## src/rtl/fp_mul_round_pack.sv

```systemverilog
// -----------------------------------------------------------------------------
// fp_mul_round_pack
// Post-multiply stage of the single-precision FP multiplier. Takes the raw
// exponent sum and the 48-bit significand product from the multiply core. It
// normalizes the product, rounds to nearest-even, resolves special operands and
// exponent range, and packs an IEEE-754 binary32 result. Two pipeline stages
// (S1 normalize, S2 round/pack) sit behind a valid/ready handshake.
//
// Ports
//   clk, rst        rising-edge clock, synchronous active-high reset
//   in_valid/ready  input handshake; in_ready drops only while the output stalls
//   in_sign         product sign (A_sign ^ B_sign)
//   in_exp_sum      A_exp + B_exp, bias not yet removed
//   in_product      {1,A_man} * {1,B_man}
//   in_a/b_class    00 normal, 01 zero/subnormal, 10 inf, 11 NaN
//   out_valid/ready output handshake
//   result          packed binary32 {sign, exp, man}
//   flag_*          overflow, underflow, invalid, inexact (zero when !out_valid)
// -----------------------------------------------------------------------------
module fp_mul_round_pack #(
    parameter int WIDTH = 32,
    parameter int BIAS  = 127
) (
    input  logic              clk,
    input  logic              rst,
    input  logic              in_valid,
    output logic              in_ready,
    input  logic              in_sign,
    input  logic [8:0]        in_exp_sum,
    input  logic [47:0]       in_product,
    input  logic [1:0]        in_a_class,
    input  logic [1:0]        in_b_class,
    output logic              out_valid,
    input  logic              out_ready,
    output logic [WIDTH-1:0]  result,
    output logic              flag_ovf,
    output logic              flag_unf,
    output logic              flag_inv,
    output logic              flag_inx
);

    typedef enum logic [1:0] {
        CLASS_NORMAL = 2'b00,
        CLASS_ZERO   = 2'b01,
        CLASS_INF    = 2'b10,
        CLASS_NAN    = 2'b11
    } OpClass;

    localparam logic [WIDTH-1:0] QUIET_NAN = 32'h7FC0_0000;

    // Both stages move together; the only thing that can hold them is a result
    // sitting on the output that the consumer has not taken yet.
    logic stall;
    assign stall    = out_valid & ~out_ready;
    assign in_ready = ~stall;

    // Stage 1 registers
    logic        s1Valid;
    logic        s1Sign;
    OpClass      s1AClass;
    OpClass      s1BClass;
    logic [22:0] s1Man;
    logic        s1Guard;
    logic        s1Sticky;
    logic [10:0] s1Exp;

    // Normalization: the product of two [1,2) significands lies in [1,4), so
    // bit 47 tells us whether the leading one is at 47 or 46. The exponent is
    // kept as 11-bit two's complement so that both underflow (negative) and
    // overflow (>= 255) survive until the range checks in S2.
    logic        prodTop;
    logic [22:0] normMan;
    logic        normGuard;
    logic        normSticky;
    logic [10:0] normExp;

    always_comb begin
        prodTop    = in_product[47];
        normMan    = prodTop ? in_product[46:24] : in_product[45:23];
        normGuard  = prodTop ? in_product[23]    : in_product[22];
        normSticky = prodTop ? (|in_product[22:0]) : (|in_product[21:0]);
        normExp    = {2'b00, in_exp_sum} - 11'(BIAS) + {10'b0, prodTop};
    end

    // S1 captures the normalized fields whenever the pipe is not stalled;
    // a bubble on the input simply clears the stage valid bit.
    always_ff @(posedge clk) begin
        if (rst) begin
            s1Valid  <= 1'b0;
            s1Sign   <= 1'b0;
            s1AClass <= CLASS_NORMAL;
            s1BClass <= CLASS_NORMAL;
            s1Man    <= '0;
            s1Guard  <= 1'b0;
            s1Sticky <= 1'b0;
            s1Exp    <= '0;
        end else if (!stall) begin
            s1Valid  <= in_valid;
            s1Sign   <= in_sign;
            s1AClass <= OpClass'(in_a_class);
            s1BClass <= OpClass'(in_b_class);
            s1Man    <= normMan;
            s1Guard  <= normGuard;
            s1Sticky <= normSticky;
            s1Exp    <= normExp;
        end
    end

    // Round to nearest-even, then resolve specials and range. A carry out of
    // the mantissa leaves the fraction at zero and bumps the exponent, which
    // is why rounding happens before the overflow check.
    logic             roundUp;
    logic [23:0]      manSum;
    logic [10:0]      roundExp;
    logic [WIDTH-1:0] nextResult;
    logic             nextOvf;
    logic             nextUnf;
    logic             nextInv;
    logic             nextInx;
    logic             anyNan;
    logic             anyInf;
    logic             anyZero;
    logic             infTimesZero;

    always_comb begin
        roundUp  = s1Guard & (s1Sticky | s1Man[0]);
        manSum   = {1'b0, s1Man} + {23'b0, roundUp};
        roundExp = s1Exp + {10'b0, manSum[23]};

        anyNan       = (s1AClass == CLASS_NAN)  | (s1BClass == CLASS_NAN);
        anyInf       = (s1AClass == CLASS_INF)  | (s1BClass == CLASS_INF);
        anyZero      = (s1AClass == CLASS_ZERO) | (s1BClass == CLASS_ZERO);
        infTimesZero = anyInf & anyZero;

        nextResult = {s1Sign, roundExp[7:0], manSum[22:0]};
        nextOvf    = 1'b0;
        nextUnf    = 1'b0;
        nextInv    = 1'b0;
        nextInx    = s1Guard | s1Sticky;

        if (anyNan) begin
            nextResult = QUIET_NAN;
            nextInx    = 1'b0;
        end else if (infTimesZero) begin
            nextResult = QUIET_NAN;
            nextInv    = 1'b1;
            nextInx    = 1'b0;
        end else if (anyInf) begin
            nextResult = {s1Sign, 8'hFF, 23'b0};
            nextInx    = 1'b0;
        end else if (anyZero) begin
            nextResult = {s1Sign, 31'b0};
            nextInx    = 1'b0;
        end else if ($signed(roundExp) >= 11'sd255) begin
            nextResult = {s1Sign, 8'hFF, 23'b0};
            nextOvf    = 1'b1;
            nextInx    = 1'b1;
        end else if ($signed(roundExp) <= 11'sd0) begin
            nextResult = {s1Sign, 31'b0};
            nextUnf    = 1'b1;
            nextInx    = 1'b1;
        end
    end

    // S2 is the registered output. Bubbles clear result and flags so that
    // nothing but a valid beat ever shows nonzero flags.
    always_ff @(posedge clk) begin
        if (rst) begin
            out_valid <= 1'b0;
            result    <= '0;
            flag_ovf  <= 1'b0;
            flag_unf  <= 1'b0;
            flag_inv  <= 1'b0;
            flag_inx  <= 1'b0;
        end else if (!stall) begin
            out_valid <= s1Valid;
            if (s1Valid) begin
                result   <= nextResult;
                flag_ovf <= nextOvf;
                flag_unf <= nextUnf;
                flag_inv <= nextInv;
                flag_inx <= nextInx;
            end else begin
                result   <= '0;
                flag_ovf <= 1'b0;
                flag_unf <= 1'b0;
                flag_inv <= 1'b0;
                flag_inx <= 1'b0;
            end
        end
    end

endmodule

```

## config.mk

```make
export PLATFORM = sky130hd
export DESIGN_NAME = fp_mul_round_pack
export DESIGN_NICKNAME = d
export VERILOG_FILES = /design/src/rtl/fp_mul_round_pack.sv
export SDC_FILE = /design/constraint.sdc
export NUM_CORES = 1
export LEC_CHECK = 0
export ABC_CLOCK_PERIOD_IN_PS = 3410
export CAP_MARGIN = 20
export CORE_ASPECT_RATIO = 0.8
export CORE_MARGIN = 2
export CORE_UTILIZATION = 39
export CTS_CLUSTER_SIZE = 10
export DETAILED_ROUTE_END_ITERATION = 8
export DONT_BUFFER_PORTS = 1
export PLACE_DENSITY_LB_ADDON = 0.1
export SLEW_MARGIN = 20
export SYNTH_ARGS = -nofsm -noshare
export SYNTH_HDL_FRONTEND = slang
export SYNTH_SLANG_ARGS = --single-unit
```

## constraint.sdc

```tcl
create_clock -name clk -period 3.41 [get_ports clk]
set_input_delay 0.341 -clock clk [delete_from_list [all_inputs] [get_ports clk]]
set_output_delay 0.341 -clock clk [all_outputs]
set_load 0.01 [all_outputs]
```

==> summary.txt <==
# DRC: 0
Pins Over Slew Limit: 0
PortBufs: 0
Placer Congestion: 0.8382
Mean Syn Cell Area: 8.461 sq um
1st-iter DRT viols: 149
Wirelength, routed: 11.09 mm
Initial antenna violation count: 0
Critical-path top delay cell: or4_4
Slew HR: 0.4831
CTS tree: built
I/O Pins: 104
Gr ovfl total: 0
Critical path's most frequent cell: ha_2
Cells on worst reg2reg path: 16
Ant. Diodes: 0
Mapped Cells: 501
Fraction of registers with async set/reset: 0
Synth Net Count: 574
Clock Sink Count: 79
Multi-input logic area: 2552 sq um
GRT Overall Usage: 0.1907
WP buf/inv: 1
Vias: 3517
CTS Root Cell: clkbuf_16
Arrival @ worst endpoint: 3670 ps
Synthesized area: 4239 sq um
Worst min path class: primary input to flop
Clk slew on worst S/H paths: 60 ps
Worst skew pair latency: 340 ps
Distinct cells, synth: 55
CP Launch Type: flop
Die Height: 97.25 um
Hold-fix buffers, CTS: 0
Vias in the first global route: 3248
Layout area overhead: 15.17%
Starting Density: 0.3954
Leading cell types by total area after synthesis: dfxtp_1 37%, nand2_1 6.3%, mux2i_1 5.7%
Internal power: 1762 uW
R2R Path Start: s1Sticky$_SDFFE_PP0N_
Total negative setup slack: 0 ps
Worst Setup EP: result[10]$_SDFFE_PP0N_
Register area share after synthesis: 0.3731
Most common cell after layout, fill and taps aside: dfxtp_1
Fillers: 1093
Worst-Margin Slew: 772.5 ps
Detailed placer's ending HPWL: 7.872 mm
PwrDens: 473.0 nW/um^2
Seq pwr share: 0.447
Lkg Pwr: 0.001866 uW
Commonest cells after routing, fill and taps aside: 78 x dfxtp_1, 70 x nand2_1, 50 x nor2_1
CP max FO: 6
Post-synth top area share: 0.3731
Deepest clock path buffer count: 2
Sequential cell area: 1583 sq um
Reg2Reg Setup Slack: 0.6 ps
CTS Buf Count: 9
Row count: 34
Min Hold Slack: 71.63 ps
Sw frac: 0.2368
CP top delay family: simple AND/OR/NAND/NOR gates
Setup crit start: s1Sticky$_SDFFE_PP0N_
Kind of end point of the critical path: flop
Wire per inst: 17.09 um
EDFF count, synth: 0
Power share of the clock group: 0.452
Die X: 120.6 um
Psw: 546.9 uW
Core area: 10720 sq um
Minimum clock period: 3409 ps
Required time worst endpoint: 3670 ps
Crit path largest cell delay: 630 ps
Clk_skew: 6.465 ps
Crit path depth: 16
Part of the power in combinational logic: 0.101
Synth Register Bits: 79
Die Area: 11720 sq um
Setup violations, final: 0
Via/cell ratio: 5.419
Outcome: complete, no violations
RSZ-0062 raised after global routing: true
Peak VDD IR: 0.2481 mV
Share of layout cells above drive strength 1: 0.1624
Critical-path cell list: o21a_1 > ha_2 > and4_1 > nand4_1 > nor2_2 > nand2_1 > nor2_2 > ha_2 > ha_2 > nand2_2 > or3_4 > o211ai_2 > o211ai_2 > or4_4 > buf_12 > o21ai_0
First-pass GRT wire length: 17.36 mm
Drt first pass iters: 4
Reg2reg end: result[10]$_SDFFE_PP0N_
H-tree depth: 3
Final ANT Viol Nets: 0
Fin. Hold Viols: 0
Critical path class: flop to flop
Yosys warns: 0
Max Cap Viol: 0
Largest net degree at the start of global routing: 52
Main flop type after synthesis: dfxtp_1
Maximum clock rate: 293.3 MHz
Cell taking the most area after synthesis: dfxtp_1
Final period util: 0.9998
Nets: 573
-- layer usage --
metal  part of all wire  GRT usage  vias up
li1                   -          -     1805
met2               0.41     0.2742       90
met5                  0          0        -
met4              0.013    0.05367        0
met1               0.49     0.2678     1610
met3              0.079    0.06866       12
-- registers in the layout, summed over array words and instances (netlist names), 2 cells and up --
name	count
s1Exp	11
s1Man	23
s1AClass	2
s1BClass	2
result	32
-- per-stage QoR --
stage | util | setup WS, ps | cells | total power, uW | area [sq um]
floorplan | - | 47.10 | 501 | 1230 | 4242
global placement | 0.4121 | 13.01 | 630 | 1267 | 4418
detailed placement | 0.4121 | -117.1 | 630 | 1270 | 4418
CTS | 0.4488 | -1.362 | 648 | 2335 | 4811
global route | 0.4554 | -200.5 | 649 | 2408 | 4882
finish | 0.4554 | 0.5695 | 649 | 2309 | 4882
-- cell type report --
type                       count  share of cell area
timing repair buffer          21             0.04254
clock buffer                  13             0.05331
clock inverter                 3             0.01333
sequential                    79              0.3242
inverter                       9            0.006920
tap                          144             0.03690
multi-input combinational    380              0.5228
-- what timing repair did --
| item | CTS | global route |
|---|---|---|
| gates resized for setup | 10 | 12 |
| pin swaps | 4 | 1 |
| setup buffers | 1 | 0 |
| cloned | 1 | 1 |
| setup endpoints to repair | 21 | 31 |
-- worst reg2reg max path, cell delays in order, from the launching register on --
cell and delay, ps:
dfxtp_1 330, o21a_1 130, ha_2 190, and4_1 220, nand4_1 150, nor2_2 140
nand2_1 70, nor2_2 110, ha_2 190, ha_2 210, nand2_2 90, or3_4 370
o211ai_2 90, o211ai_2 120, or4_4 630, buf_12 180, o21ai_0 140
-- cell families (layout without fill, tap and decap cells) --
group,after synthesis,after routing,share of synthesized area
buffers and inverters,42,46,0.04427
AOI/OAI and AO/OA,108,108,0.1945
xor gates and xnor gates,37,37,0.07645
muxes,24,24,0.05667
adders and majority gates,7,7,0.02066
and+or+nand+nor,204,204,0.2344
DFF,79,79,0.3731
-- worst min path at each step --
stage | startpoint | endpoint | slack, ps | depth (start not counted)
global route | rst | s1Exp[7]$_SDFFE_PP0N_ | 60 | 1
global placement | rst | s1Exp[5]$_SDFFE_PP0N_ | 420 | 1
finish | rst | s1Exp[7]$_SDFFE_PP0N_ | 70 | 1
CTS | rst | s1Exp[5]$_SDFFE_PP0N_ | 60 | 1
floorplan | s1Sign$_SDFFE_PP0N_ | s1Sign$_SDFFE_PP0N_ | 430 | 2
detailed placement | rst | s1Exp[5]$_SDFFE_PP0N_ | 420 | 1
-- Yosys cell counts (4+ instances only) --
cell type	instances
and4_1	4
clkbuf_1	22
a221o_1	6
nor4_1	7
dfxtp_1	79
nor3_1	6
xnor2_1	14
a22oi_1	4
mux2i_1	24
ha_1	7
and3_1	4
a211oi_1	28
buf_1	5
o21ai_0	9
a21oi_1	15
inv_1	8
nand2_1	71
nor2_1	53
nor2b_1	6
or4_1	4
nand4_1	9
o21ai_2	20
nand3_1	23
buf_4	4
xor2_1	23
-- power groups by stage --
stage / sequential [uW] / clock, uW / combinational [uW]
floorplan: 1030 / 0 / 201
global placement: 1050 / 0 / 217
detailed placement: 1050 / 0 / 220
CTS: 1030 / 1070 / 229
global route: 1040 / 1110 / 261
finish: 1030 / 1040 / 234
Note: power is estimated with default switching activity, not from simulation.
